[config.mk]
export PLATFORM = sky130hd
export DESIGN_NAME = shifter
export DESIGN_NICKNAME = d
export VERILOG_FILES = /design/src/rtl/shifter_pkg.sv /design/src/rtl/shifter_stage.sv /design/src/rtl/shifter.sv
export SDC_FILE = /design/constraint.sdc
export NUM_CORES = 1
export LEC_CHECK = 0
export ABC_AREA = 1
export CELL_PAD_IN_SITES_DETAIL_PLACEMENT = 0
export CELL_PAD_IN_SITES_GLOBAL_PLACEMENT = 1
export CORE_ASPECT_RATIO = 0.75
export CORE_MARGIN = 2
export CORE_UTILIZATION = 31
export CTS_CLUSTER_SIZE = 12
export DETAILED_ROUTE_END_ITERATION = 12
export GPL_TIMING_DRIVEN = 0
export PLACE_DENSITY_LB_ADDON = 0.1
export REMOVE_ABC_BUFFERS = 1
export SETUP_SLACK_MARGIN = 0.3
export SYNTH_ARGS = -nofsm -noshare
export SYNTH_HDL_FRONTEND = slang
export SYNTH_SLANG_ARGS = --single-unit
[constraint.sdc]
create_clock -name clk -period 2.4 [get_ports clk]
set_input_delay 0.48 -clock clk [delete_from_list [all_inputs] [get_ports clk]]
set_output_delay 0.48 -clock clk [all_outputs]
set_load 0.02 [all_outputs]
[src/rtl/shifter_pkg.sv]
// Shared constants and amount-decode helper for the datapath left shifter.
// Default widths match the processor datapath; the top module may be re-parameterised.
package shifter_pkg;

    localparam int SHIFTER_DATA_W = 16;
    localparam int SHIFTER_AMT_W  = 8;
    localparam int SHIFTER_STAGES = $clog2(SHIFTER_DATA_W);

    // True when any amount bit above the barrel-stage select bits is set,
    // i.e. the shift distance is at least 2**stages and the result must be zero.
    function automatic logic amount_out_of_range(input logic [31:0] amount,
                                                 input int unsigned stages);
        return (amount >> stages) != 32'd0;
    endfunction

endpackage

[src/rtl/shifter_stage.sv]
// One level of the logarithmic barrel shifter: optional fixed left shift by DIST.
module shifter_stage #(
    parameter int DATA_W = 16,
    parameter int DIST   = 1
) (
    input  logic              sel,
    input  logic [DATA_W-1:0] operand,
    output logic [DATA_W-1:0] result
);

    assign result = sel ? {operand[DATA_W-1-DIST:0], {DIST{1'b0}}} : operand;

endmodule

[src/rtl/shifter.sv]
// Registered logical left barrel shifter with out-of-range zeroing and a valid flag.
// One cycle of latency, accepts a new operation every cycle.
module shifter
    import shifter_pkg::*;
#(
    parameter int DATA_W = SHIFTER_DATA_W,
    parameter int AMT_W  = SHIFTER_AMT_W
) (
    input  logic              clk,
    input  logic              reset,
    input  logic              in_valid,
    input  logic [DATA_W-1:0] value,
    input  logic [AMT_W-1:0]  shift_amount,
    output logic [DATA_W-1:0] shifted_value,
    output logic              out_valid
);

    localparam int unsigned STAGES = $clog2(DATA_W);

    logic [DATA_W-1:0] chain [0:STAGES];
    logic              out_of_range;
    logic [DATA_W-1:0] result_next;
    logic [DATA_W-1:0] shifted_value_reg;
    logic              out_valid_reg;

    assign chain[0] = value;

    // Stage gi shifts by 2**gi when amount bit gi is set.
    generate
        for (genvar gi = 0; gi < STAGES; gi++) begin : g_stage
            shifter_stage #(
                .DATA_W (DATA_W),
                .DIST   (1 << gi)
            ) u_stage (
                .sel     (shift_amount[gi]),
                .operand (chain[gi]),
                .result  (chain[gi+1])
            );
        end
    endgenerate

    assign out_of_range = amount_out_of_range(32'(shift_amount), STAGES);
    assign result_next  = out_of_range ? '0 : chain[STAGES];

    always_ff @(posedge clk) begin
        if (reset) begin
            shifted_value_reg <= '0;
            out_valid_reg     <= 1'b0;
        end else if (in_valid) begin
            shifted_value_reg <= result_next;
            out_valid_reg     <= 1'b1;
        end else begin
            out_valid_reg     <= 1'b0;
        end
    end

    assign shifted_value = shifted_value_reg;
    assign out_valid     = out_valid_reg;

endmodule

==> reports/metrics.csv, run 1 <==
metric,value,unit
# IOs,44,
RSZ-0062 raised after global routing,no,
met1 wire length,1.753,mm
path type of the worst setup path,in2reg,
fmax,0.5083,GHz
Multi-input gate area,745.7,sq um
router iterations before antenna repair,4,
fin util,45.42,%
Synth cell types,18,
part of the power in registers,42.4,%
clk root buf,clkbuf_8,
Clk pwr share,32.2,%
Pins Over Slew Limit,0,
min setup slack post-route,0.4328,ns
max reg flops,16,
Max clock buf depth,2,
met3 routed WL,160,um
Area contributors post-synth,"dfxtp_1 (28%), nand2_1 (25%), nand3_1 (21%)",
Mapped Cells,210,
placed insts,295,
Max Cap Viol,0,
Main synth FF type,dfxtp_1,
"Cell Count, Final, Fillers Out",299,
period utilization,81.97,%
met2 WL,1.436,mm
number of global-route vias before repair,1283,
clk slew on worst S/H paths,0.07,ns
worst vdd ir,0.0004266,V
Congestion Overflow GR,0,
Final Net Count,275,
# DRC,0,
"most common cell after layout, fill and taps aside",nand2_1,
Power Total,0.6730,mW
most frequent cells in the layout,"nand2_1 (83), nand3_1 (51), clkdlybuf4s50_1 (41)",
hold crit path type,reg2reg,
vias per inst,4.692,
sequential area share after synthesis,27.78,%
H-tree lvl count,1,
synthesis-to-layout area growth,38.41,%
register area,340.3,sq um
CP Launch Type,input pin,
PortBufs,43,
Final GP Congestion,0.7804,
P_int,0.4750,mW
slew of the pin with the lowest slew margin,0.6643,ns
Die Span X,76.59,um
top layer reached by signal wires,met4,
CORE AREA,3732,sq um
All-Layer GR Usage,15.61,%
"Slowest-stage cell, CP",clkdlybuf4s50_1,
initial antenna violation count,0,
final hold viol count,0,
# rows,19,
1st-iter DRT viols,69,
Avg WL per Cell,11.23,um
"FF+latch count, synth",17,
Syn. warnings,0,
share of cells above drive strength 1,4.049,%
fin area,1695,sq um
r2r setup slk,1.64,ns
min-delay src,shifted_value[7],
die area,4476,sq um
PwrDens,397.0,nW/um^2
Post-Synthesis Cell Area,1225,sq um
Vias,1403,
largest net degree at the start of global routing,18,
syn_area_per_cell,5.833,sq um
DP Wirelength,2.634,mm
skew final,0,ns
Antenna diodes,0,
Buf/Inv on CP,3,
leakage power,0.7504,nW
CTS tree,done,
P_sw,0.1980,mW
minimum clock period,1.967,ns
clock buffer count from CTS,3,
number of synthesized flops with an enable pin,0,
setup bufs post-CTS,0,
Worst Hold Depth,2,
first-pass GRT wire length,5.727,mm
Synth top area share,27.78,%
status,"finished, final reports clean",
DRT antenna net count,0,
clk_lat worst skew,0.25,ns
cell taking the most area after synthesis,dfxtp_1,
Starting Density,32.82,%
RR Endpoint,shifted_value[9],
max_slew headroom,55.64,%
Final TNS setup,0,ns
Crit path max-delay family,buffers and inverters,
Placed Area,1639,sq um
RR Startpoint,shifted_value[9],
Num Clock Sinks,17,
DIE HEIGHT,58.44,um
R2R depth,3,
final WL,3.359,mm
ys async rst share,0,%
Critical Path RT,2.56,ns
Hold Slack,0.4624,ns
Switching Fraction,29.42,%
crit path DAT,2.12,ns
Max Fanout on Critical Path,16,
CP cell instances,clkdlybuf4s50_1 -> inv_4 -> nand3_1 -> nand3_1 -> nand2_1 -> nand2_1 -> nand3_1 -> nand2_1 -> inv_1,
Slowest Stage Delay on Critical Path,0.72,ns
# hold bufs at CTS,0,
post_cts resized,0,
Worst Hold End,shifted_value[7],
Gate power share,25.3,%
Worst Setup End Kind,flip-flop,
Worst Setup Slack post-DPL,0.05597,ns
final setup vio count,0,
filler instances,438,
[final cells by class]
cell class / count / area share (%)
clock buffers: 3 / 2.435
clock inverters: 1 / 0.4428
inverters: 14 / 3.542
multi-input cells: 169 / 43.99
flip-flops and latches: 17 / 20.07
well taps: 52 / 3.838
repair buffers: 43 / 25.68
[tightest hold or removal path, cell delays in order, from the launching register on]
cell and delay (ns):
dfxtp_1 0.31, nand2_1 0.06, a21oi_1 0.05
[cell families after synthesis]
group	count (synthesis)	share of synthesized area, %
AOI/OAI and AO/OA	16	7.150
and+or+nand+nor	153	53.73
DFF	17	27.78
buffers and inverters	24	11.34
[power by group through the flow]
stage | registers [mW] | clock network (mW) | logic (mW)
after floorplan | 0.295 | 0 | 0.0813
after global placement | 0.292 | 0 | 0.172
after detailed placement | 0.292 | 0 | 0.170
after CTS | 0.285 | 0.226 | 0.172
after global routing | 0.286 | 0.246 | 0.191
final | 0.286 | 0.217 | 0.171
[routing by layer]
metal | GRT usage, % | up-vias
li1 | - | 758
met1 | 21.98 | 616
met2 | 25.16 | 27
met3 | 4.141 | 2
met4 | 1.558 | 0
met5 | 0 | -
[synth_stat cells (2+ instances only)]
cell / instances
nand3_1: 51
clkbuf_1: 2
buf_2: 2
a21oi_1: 11
nand4_1: 2
buf_6: 5
o21ai_1: 2
nor2_1: 13
a22oi_1: 2
nand2_1: 83
dfxtp_1: 17
nand2_2: 3
inv_1: 12
[how the worst max path moves through the flow]
stage	start	to	slack, ns	cells past startpoint
6_report	shift_amount[1]	shifted_value[15]	0.43	9
3_3_place_gp	shift_amount[0]	shifted_value[15]	0.01	10
4_1_cts	shift_amount[0]	shifted_value[15]	0.33	10
2_1_floorplan	shift_amount[5]	shifted_value[15]	1.12	7
5_1_grt	shift_amount[1]	shifted_value[15]	0.32	9
3_5_place_dp	shift_amount[0]	shifted_value[15]	0.06	10
(Power assumes the default switching activity.)
==> inputs of run 2 (changes only) <==
- CORE_UTILIZATION: 31 -> 26
- clock period: 2.4 -> 1.75 ns (I/O delays scaled with it)
==> run 2 against run 1 <==
Against the previous run:
- non-clock buffer count increased by 7
- worst hold slack about the same
- global-route usage decreased by 1.5 points
- final area increased by 6.3%
- register-to-register slack got worse by 0.67 ns
==> reports/metrics.csv, run 2 (synthesized netlist as in run 1, its figures left out) <==
metric,value,unit
final setup vio count,0,
H-tree lvl count,1,
"Most Used Layer, Global Route",met2,
GR met3 Demand/Resource,3.932,%
Max Fanout on Critical Path,7,
Vias,1468,
final WL,3.765,mm
vias per inst,4.720,
Power Total,0.9254,mW
CP Launch Type,input pin,
leakage power,0.8863,nW
synthesis-to-layout area growth,47.19,%
Max Cap Viol,0,
share of cells above drive strength 1,11.81,%
Congestion Overflow GR,0,
crit path DAT,1.56,ns
number of global-route vias before repair,1367,
final hold viol count,0,
max reg flops,16,
Starting Density,27.26,%
Pins Over Slew Limit,0,
Hold Slack,0.4628,ns
largest net degree at the start of global routing,18,
DRT antenna net count,0,
first-pass GRT wire length,6.120,mm
die area,5282,sq um
period utilization,79.86,%
Critical Path RT,1.92,ns
Die Span X,83.26,um
# IOs,44,
PortBufs,43,
M1 GR Usage,19.76,%
path type of the worst setup path,in2reg,
# hold bufs at CTS,0,
DP Wirelength,2.762,mm
fmax,0.7156,GHz
status,"finished, final reports clean",
Avg WL per Cell,12.11,um
skew final,0,ns
placed insts,300,
clk root buf,clkbuf_8,
clk_lat worst skew,0.25,ns
minimum clock period,1.398,ns
slew of the pin with the lowest slew margin,0.5545,ns
worst vdd ir,0.0003021,V
most frequent cells in the layout,"nand2_1 (83), nand3_1 (45), clkdlybuf4s50_1 (20)",
Final GP Congestion,0.7511,
clk slew on worst S/H paths,0.06,ns
CTS tree,done,
Worst Setup End Kind,flip-flop,
Placed Area,1645,sq um
# rows,21,
Final Net Count,282,
fin area,1803,sq um
PwrDens,513.2,nW/um^2
"most common cell after layout, fill and taps aside",nand2_1,
All-Layer GR Usage,14.13,%
max_slew headroom,62.92,%
router iterations before antenna repair,4,
Num Clock Sinks,17,
Antenna diodes,0,
clock buffer count from CTS,3,
Max clock buf depth,2,
RSZ-0062 raised after global routing,yes,
# DRC,0,
hold crit path type,reg2reg,
CORE AREA,4493,sq um
grt met2 use,22.28,%
initial antenna violation count,0,
1st-iter DRT viols,55,
"Cell Count, Final, Fillers Out",311,
DIE HEIGHT,63.44,um
-- run 2: power by group --
part	internal [mW]	switching (mW)	leakage, nW
clock	0.161	0.127	0.0228
sequential	0.390	0.00130	0.137
combinational	0.103	0.142	0.726
-- run 2: timing repair --
action                                 4_1_cts  5_1_grt
setup buffers                                3        3
endpoints found under the hold margin        0        0
resized for setup                           27       17
pin swaps                                    1        9
setup endpoints to repair                   33       16
gates cloned                                 0        1
-- run 2: worst paths after layout --
path | depth (start not counted) | startpoint | to | slack (ns)
hold reg to reg | 2 | shifted_value[1] | shifted_value[1] | 0.46
setup / recovery | 7 | shift_amount[6] | shifted_value[9] | 0.35
hold / removal | 2 | shifted_value[1] | shifted_value[1] | 0.46
setup reg to reg | 3 | shifted_value[9] | shifted_value[9] | 0.97
-- run 2: metrics by stage --
step / TNS (ns) / worst slack (ns) / utilization, %
finish: 0 / 0.3525 / 40.13
global route: 0 / 0.2814 / 40.13
CTS: 0 / 0.3126 / 38.07
detailed placement: -6.631 / -0.4941 / 36.62
global placement: -7.270 / -0.5510 / 36.62
floorplan: 0 / 0.6049 / -
-- run 2: worst max-delay path, stage by stage --
cell	delay, ns
clkdlybuf4s50_1	0.41
nor2_2	0.14
nand3_2	0.09
nor2_4	0.19
clkbuf_16	0.19
nand3_1	0.07
a21oi_1	0.12
-- run 2: final cells by class --
cell class	instances	area, sq um
well taps	57	71.32
multi-input cells	169	783.3
repair buffers	50	496.7
inverters	14	66.31
flip-flops and latches	17	340.3
clock buffers	4	45.04
fillers	523	2690
-- run 2: per-layer routing --
metal	vias up	wire length (um)
li1	774	-
met1	661	1994
met2	31	1624
met3	2	138
met4	0	8
met5	-	0
